$ cat config.mk
export PLATFORM = sky130hd
export DESIGN_NAME = piso_tx_scheduler
export DESIGN_NICKNAME = d
export VERILOG_FILES = /design/src/rtl/piso_tx_scheduler.sv
export SDC_FILE = /design/constraint.sdc
export NUM_CORES = 1
export LEC_CHECK = 0
export BUFFER_PORTS_ARGS = -buffer_cell sky130_fd_sc_hd__buf_4
export CAP_MARGIN = 20
export CORE_ASPECT_RATIO = 0.75
export CORE_UTILIZATION = 57
export DETAILED_ROUTE_END_ITERATION = 16
export PLACE_DENSITY = 0.9
export SLEW_MARGIN = 20
export SYNTH_ARGS = -nofsm -noshare
export SYNTH_HDL_FRONTEND = slang
export SYNTH_SLANG_ARGS = --single-unit
$ cat constraint.sdc
create_clock -name DCLK -period 8.7 [get_ports DCLK]
set_clock_uncertainty 0.2 [all_clocks]
set_input_delay 0.435 -clock DCLK [delete_from_list [all_inputs] [get_ports DCLK]]
set_output_delay 0.435 -clock DCLK [all_outputs]
set_load 0.05 [all_outputs]
$ cat src/rtl/piso_tx_scheduler.sv
// piso_tx_scheduler: round-robin arbiter that feeds one PISO converter and paces frames by baud and parity length
module piso_tx_scheduler #(
  parameter int DATA_WIDTH = 8,
  parameter int BAUD_CTRL_WIDTH = 2,
  parameter int NUM_REQ = 4
) (
  input  logic                               DCLK,
  input  logic                               RST_N,
  input  logic                               SCHED_EN,
  input  logic [NUM_REQ-1:0]                 REQ,
  input  logic [NUM_REQ*DATA_WIDTH-1:0]      REQ_DI,
  input  logic [NUM_REQ-1:0]                 REQ_PARITY_EN,
  input  logic [NUM_REQ*BAUD_CTRL_WIDTH-1:0] REQ_BAUD,
  output logic [NUM_REQ-1:0]                 ACK,
  output logic                               DVALID,
  output logic [DATA_WIDTH-1:0]              DI,
  output logic                               CTRL_PARITY_EN,
  output logic [BAUD_CTRL_WIDTH-1:0]         CTRL_BAUD_RATE,
  output logic                               BUSY,
  output logic [$clog2(NUM_REQ)-1:0]         GNT_ID
);
  localparam int IW = $clog2(NUM_REQ);
  localparam int CW = $clog2((DATA_WIDTH + 3) * 16);
  typedef enum logic [1:0] {IDLE, LOAD, WAIT, GAP} state_t;
  state_t state;
  logic [IW-1:0] ptr, win, idx;
  logic found;
  logic [CW-1:0] cnt, fc_m1;
  always_comb begin
    win = ptr;
    idx = ptr;
    found = 1'b0;
    for (int k = 0; k < NUM_REQ; k++) begin
      idx = ptr + IW'(k);
      if (!found && REQ[idx]) begin
        win = idx;
        found = 1'b1;
      end
    end
  end
  // DI/CTRL_* are the holding registers, so the frame length comes from the captured word
  assign fc_m1 = CW'((DATA_WIDTH + 2 + int'(CTRL_PARITY_EN)) * (16 >> CTRL_BAUD_RATE) - 1);
  always_ff @(posedge DCLK or negedge RST_N) begin
    if (!RST_N) begin
      state <= IDLE;
      ptr <= '0;
      GNT_ID <= '0;
      cnt <= '0;
      DI <= '0;
      CTRL_PARITY_EN <= 1'b0;
      CTRL_BAUD_RATE <= '0;
      DVALID <= 1'b0;
      ACK <= '0;
      BUSY <= 1'b0;
    end else begin
      case (state)
        IDLE: if (SCHED_EN && found) begin
          DI <= REQ_DI[win*DATA_WIDTH +: DATA_WIDTH];
          CTRL_PARITY_EN <= REQ_PARITY_EN[win];
          CTRL_BAUD_RATE <= REQ_BAUD[win*BAUD_CTRL_WIDTH +: BAUD_CTRL_WIDTH];
          GNT_ID <= win;
          ACK <= NUM_REQ'(1) << win;
          DVALID <= 1'b1;
          BUSY <= 1'b1;
          state <= LOAD;
        end
        LOAD: begin
          DVALID <= 1'b0;
          ACK <= '0;
          cnt <= fc_m1;
          ptr <= GNT_ID + IW'(1);
          state <= WAIT;
        end
        WAIT: begin
          cnt <= cnt - CW'(1);
          if (cnt == CW'(1)) state <= GAP;
        end
        GAP: begin
          BUSY <= 1'b0;
          state <= IDLE;
        end
        default: state <= IDLE;
      endcase
    end
  end
endmodule

=== Word level (Yosys, flattened, before mapping) ===
Index checks and enable logic that the tools add are counted.

* Word-level logic and storage cells: 74
* Output and inout bits: 19
* Input bits: 51
* Memory bits (writable): 0
* Memory bits (read-only): 0
* Memories kept: 0
* Register bits after elaboration: 31
* Bits in latches: 0

* Equal/unequal tests: 6
* Div/mod/pow operators: 0
* Add/sub/neg operators: 7
* Bitwise logic cells: 0
* Shifts and indexed selects: 4
* Reductions and logical operators: 15
* Multiplexer cells: 26
* Order comparisons: 5
* $mul: 1

{| class="wikitable"
|+ Operators by type and width
! operator !! count
|-
| 6-bit by 32-bit multiplier with 8-bit output || 1
|-
| 32-bit by 6-bit indexed part select with 8-bit output || 1
|-
| 5-bit by 2-bit >> shifter with 32-bit output (first input constant) || 1
|-
| 8-bit case mux with 2 select lines || 1
|-
| 2-bit by 3-bit less-than comparator with 1-bit output (second input constant) || 5
|-
| 1-bit binary-select mux with 2-bit select || 5
|-
| 1-bit 2-to-1 mux || 10
|-
| 2-bit 2-to-1 mux || 5
|-
| 8-bit by 1-bit equality test with 1-bit output (second input constant) || 1
|-
| 2-bit case mux with 4 select lines || 1
|-
| 4-bit case mux with 2 select lines || 1
|-
| 2-bit AND reduction || 4
|-
| 8-bit by 4-bit indexed part select with 2-bit output || 1
|-
| 8-bit by 1-bit subtractor with 8-bit output (second input constant) || 1
|-
| 8-bit by 2-bit subtractor with 8-bit output (second input constant) || 1
|-
| 2-bit nonzero test || 3
|-
| 4-bit by 1-bit adder with 5-bit output (first input constant) || 1
|-
| 2-bit by 1-bit adder with 2-bit output (second input constant) || 2
|-
| 2-bit adder (second input constant) || 2
|-
| 2-bit equality test (second input constant) || 2
|-
| 1-bit logical AND || 4
|-
| 4-bit 2-to-1 mux || 1
|-
| 2-bit != test (second input constant) || 2
|-
| 1-bit case mux with 2 select lines || 2
|-
| 4 further kinds || 6
|}

=== Longest topological paths before layout ===
* Depth in word-level cells: 15
* Depth in mapped cells: 11
* Depth with buffers taken out: 11

=== Worst setup path after synthesis ===
OpenSTA, ideal clock, no wires.

* Path kind: register -> register
* From: register CTRL_BAUD_RATE[0]
* To: register cnt[7]
* Stages on the path, launching flop included: 12
* Setup slack: 5.635 ns
* Arrival time: 2.796 ns
* Cell sequence: dfrtp_1 > inv_1 > ha_1 > nand2_1 > fa_1 > inv_1 > ha_1 > nor2_1 > a211oi_1 > a211oi_1 > or4_1 > nand3_1

* Longest elaborated chain between the ends: 4

{| class="wikitable"
|+ RTL lines
! element !! RTL line !! source
|-
| start, declared || 18 || <nowiki>output logic [BAUD_CTRL_WIDTH-1:0] CTRL_BAUD_RATE,</nowiki>
|-
| start signal, assigned || 60 || <nowiki>CTRL_BAUD_RATE <= REQ_BAUD[win*BAUD_CTRL_WIDTH +: BAUD_CTRL_WIDTH];</nowiki>
|-
| 5-bit by 2-bit >> shifter with 32-bit output || 42 || <nowiki>assign fc_m1 = CW'((DATA_WIDTH + 2 + int'(CTRL_PARITY_EN)) * (16 >> CTRL_BAUD_RATE) - 1);</nowiki>
|-
| 6-bit by 32-bit multiplier with 8-bit output || 42 ||
|-
| 8-bit by 2-bit subtractor with 8-bit output || 42 ||
|-
| 8-bit case mux with 2 select lines || 56 || <nowiki>case (state)</nowiki>
|-
| end signal, assigned || 70 || <nowiki>cnt <= fc_m1;</nowiki>
|-
| end signal, assigned || 75 || <nowiki>cnt <= cnt - CW'(1);</nowiki>
|-
| end, declared || 28 || <nowiki>logic [CW-1:0] cnt, fc_m1;</nowiki>
|}

Every way passes these cells.
A chain may end at the register's enable or synchronous reset.

=== Worst setup path in the final report ===
Ends and elaborated chain as after synthesis.

==> run summary <==
Status -> completed
Most instantiated library cell after synthesis -> dfrtp_1
Slew Limit Fails -> 0
Post-synthesis simple-gate area fraction -> 17.4%
CP Launch Type -> register
Tcrit/Tclk final -> 35.6%
Post-Synth XOR/XNOR Area -> 2.86%
Final GP Congestion -> 0.889
Core area -> 4080 sq um
# clock sinks -> 31
I/O pins -> 70
Max-cap viol count -> 0
Largest family of logic cells by synthesized area -> compound AO/OA/AOI/OAI gates
Top FF cell, synth -> dfrtp_1
Root buffer cell -> clkbuf_8
First-pass GRT wire length -> 9.40 mm
RSZ-0062 raised after global routing -> false
# diodes -> 0
Data required, critical path -> 8.73 ns
WL/cell -> 14.6 um
Total gr overflow -> 0
EDFF count, synth -> 0
DRC violations left -> 0
Via count -> 2306
WS Path Type -> register to register
Top cells by area, synth -> dfrtp_1, ha_1, a21oi_1, nor2_1, a221oi_1
Initial Utilization -> 60.0%
Detailed Route Iter0 Violations -> 127
Slew margin rel. -> 44.0%
Fillers -> 295
Final hold violations -> 0
Clk_lat worst skew -> 0.28 ns
Commonest cells post-synth -> dfrtp_1, nor2_1, a21oi_1
Mux contribution to synthesized area -> 2.51%
Vias in the first global route -> 2105
Resized Gates After CTS -> 0
Antenna Nets Post-Route -> 0
First drt pass iteration count -> 4
Hold Crit Class -> primary input to register
Final setup TNS -> 0 ns
Cells on worst reg2reg path -> 11
Fmax -> 323 MHz
Port Buffers -> 69
Vias per Instance -> 5.77
Hold Crit Depth -> 3
CTS max path bufs -> 2
Adder-Cell Fraction of Synth Area -> 11.0%
Die width -> 77.7 um
Avg Inst Size Synth -> 8.65 sq um
Chip height -> 58.7 um
Leak -> 1.47 nW
Critical Path Fanout Max -> 8
Ys Warns -> 0
Distinct cells, synth -> 53
Cell type with the largest total area after synthesis -> dfrtp_1
Part of the Yosys area used for sequential elements -> 31.7%
Initial antenna violation count -> 0
CTS tree -> built
Fraction of registers with async set/reset -> 100%
Synth Area in Compound Gates -> 27.1%
Synth-to-Final Area Change -> 24.7%
Largest net degree at the start of global routing -> 32
Synthesized area -> 2450 sq um
Final core occ -> 74.8%
Die area -> 4560 sq um
Final setup vio count -> 0
Synthesized flop and latch total -> 31
Synth Instances -> 283
Maximum VDD drop -> 0.000201 V
Syn nets -> 355
Worst setup EP type -> register
WL final -> 5.85 mm
Top-area cell type share of the netlist area -> 31.7%
Nets -> 416
CTS buffer count -> 5
Total Routing Usage GR -> 27.0%
Tmin final -> 3.10 ns
DP HPWL -> 4.32 mm
Clock slew at reported path FFs -> 0.07 ns
Worst-margin pin slew -> 0.841 ns
Pwr dens -> 387 nW/um^2
Layout cell share with drive strength beyond 1 -> 24.9%
Arrival @ worst endpoint -> 3.13 ns
Num rows -> 20
H-tree depth -> 2
==> power by group <==
group / switching [mW] / total [mW] / internal [mW]
sequential: 0.0752 / 0.291 / 0.216
combinational: 0.475 / 0.764 / 0.289
clock: 0.0542 / 0.126 / 0.0722
total: 0.605 / 1.18 / 0.577
==> final timing paths <==
kind	from	to	slack, ns
worst max register to register	CTRL_BAUD_RATE[0]	cnt[7]	5.60
worst max-delay path	CTRL_BAUD_RATE[0]	cnt[7]	5.60
min in group asynchronous	RST_N	cnt[1]	0.42
worst min-delay path	REQ_DI[9]	DI[1]	0.26
worst min register to register	DVALID	DVALID	0.31
max in group asynchronous	RST_N	DI[0]	7.59
==> sequential cells by signal, indices dropped and copies added, names as in the netlist <==
name	cells
GNT_ID	2
CTRL_PARITY_EN	1
ACK	4
DI	8
state	2
cnt	8
DVALID	1
ptr	2
CTRL_BAUD_RATE	2
BUSY	1
==> timing repair <==
| action | CTS | global route |
|---|---|---|
| hold endpoints to repair | 31 | 0 |
| buffers inserted | 0 | 0 |
| endpoints found under the setup margin | 0 | 0 |
| hold buffers | 1 | 0 |
==> layout make-up <==
cell class | instances | area, sq um | area share [%]
Clock buffer | 8 | 100 | 3.28
Inverter | 17 | 63.8 | 2.09
Multi-Input combinational cell | 216 | 1490 | 48.9
Sequential cell | 31 | 776 | 25.4
Tap cell | 55 | 68.8 | 2.26
Timing Repair Buffer | 73 | 551 | 18.0
==> routing by layer <==
layer	share of wire, %	GRT usage [%]	vias up	wire length (um)
met5	0	0	-	0
met4	1.8	9.43	0	108
met3	7.1	7.44	13	416
met2	46	45.6	95	2720
met1	45	33.6	1053	2610
li1	-	-	1145	-
==> placed cells by master (no fill, tap or decap), types with 4 or more instances in the layout <==
| cell | count |
|---|---|
| xnor2_1 | 5 |
| dfrtp_1 | 31 |
| nand3_1 | 12 |
| inv_1 | 16 |
| ha_1 | 20 |
| o21ai_0 | 6 |
| a21boi_1 | 10 |
| nor2b_1 | 4 |
| nor2_1 | 25 |
| nand2b_1 | 4 |
| mux2i_1 | 5 |
| a221oi_1 | 10 |
| buf_4 | 72 |
| a21oi_1 | 24 |
| clkbuf_8 | 7 |
| and3_1 | 12 |
| o21ai_1 | 14 |
| nand2_1 | 14 |
==> cell families (layout without fill, tap and decap cells) <==
kind of cell / after synthesis / in the layout
adders and majority gates: 21 / 21
xor gates and xnor gates: 8 / 8
DFF: 31 / 31
muxes: 6 / 6
buffers and inverters: 36 / 98
and+or+nand+nor: 84 / 84
AOI/OAI and AO/OA: 97 / 97
==> critical path: stages, from the launching register on <==
cell	delay, ns
dfrtp_1	0.48
inv_1	0.18
ha_1	0.29
nand2_1	0.13
fa_1	0.49
inv_1	0.05
ha_1	0.34
nor2_1	0.06
a211oi_1	0.24
a211oi_1	0.10
or4_1	0.40
nand3_1	0.09
==> per-stage QoR <==
step | cells | power [mW] | area [sq um] | hold slack (ns) | setup slack, ns
after floorplan | 283 | 0.863 | 2450 | -0.0606 | 5.64
after global placement | 391 | 1.03 | 2940 | 0.187 | 5.80
after detailed placement | 391 | 1.05 | 2940 | 0.194 | 5.63
after CTS | 400 | 1.18 | 3050 | 0.265 | 5.61
after global routing | 400 | 1.27 | 3050 | 0.281 | 5.42
final | 400 | 1.18 | 3050 | 0.263 | 5.60
No activity file was read; power rests on OpenSTA's default activity.
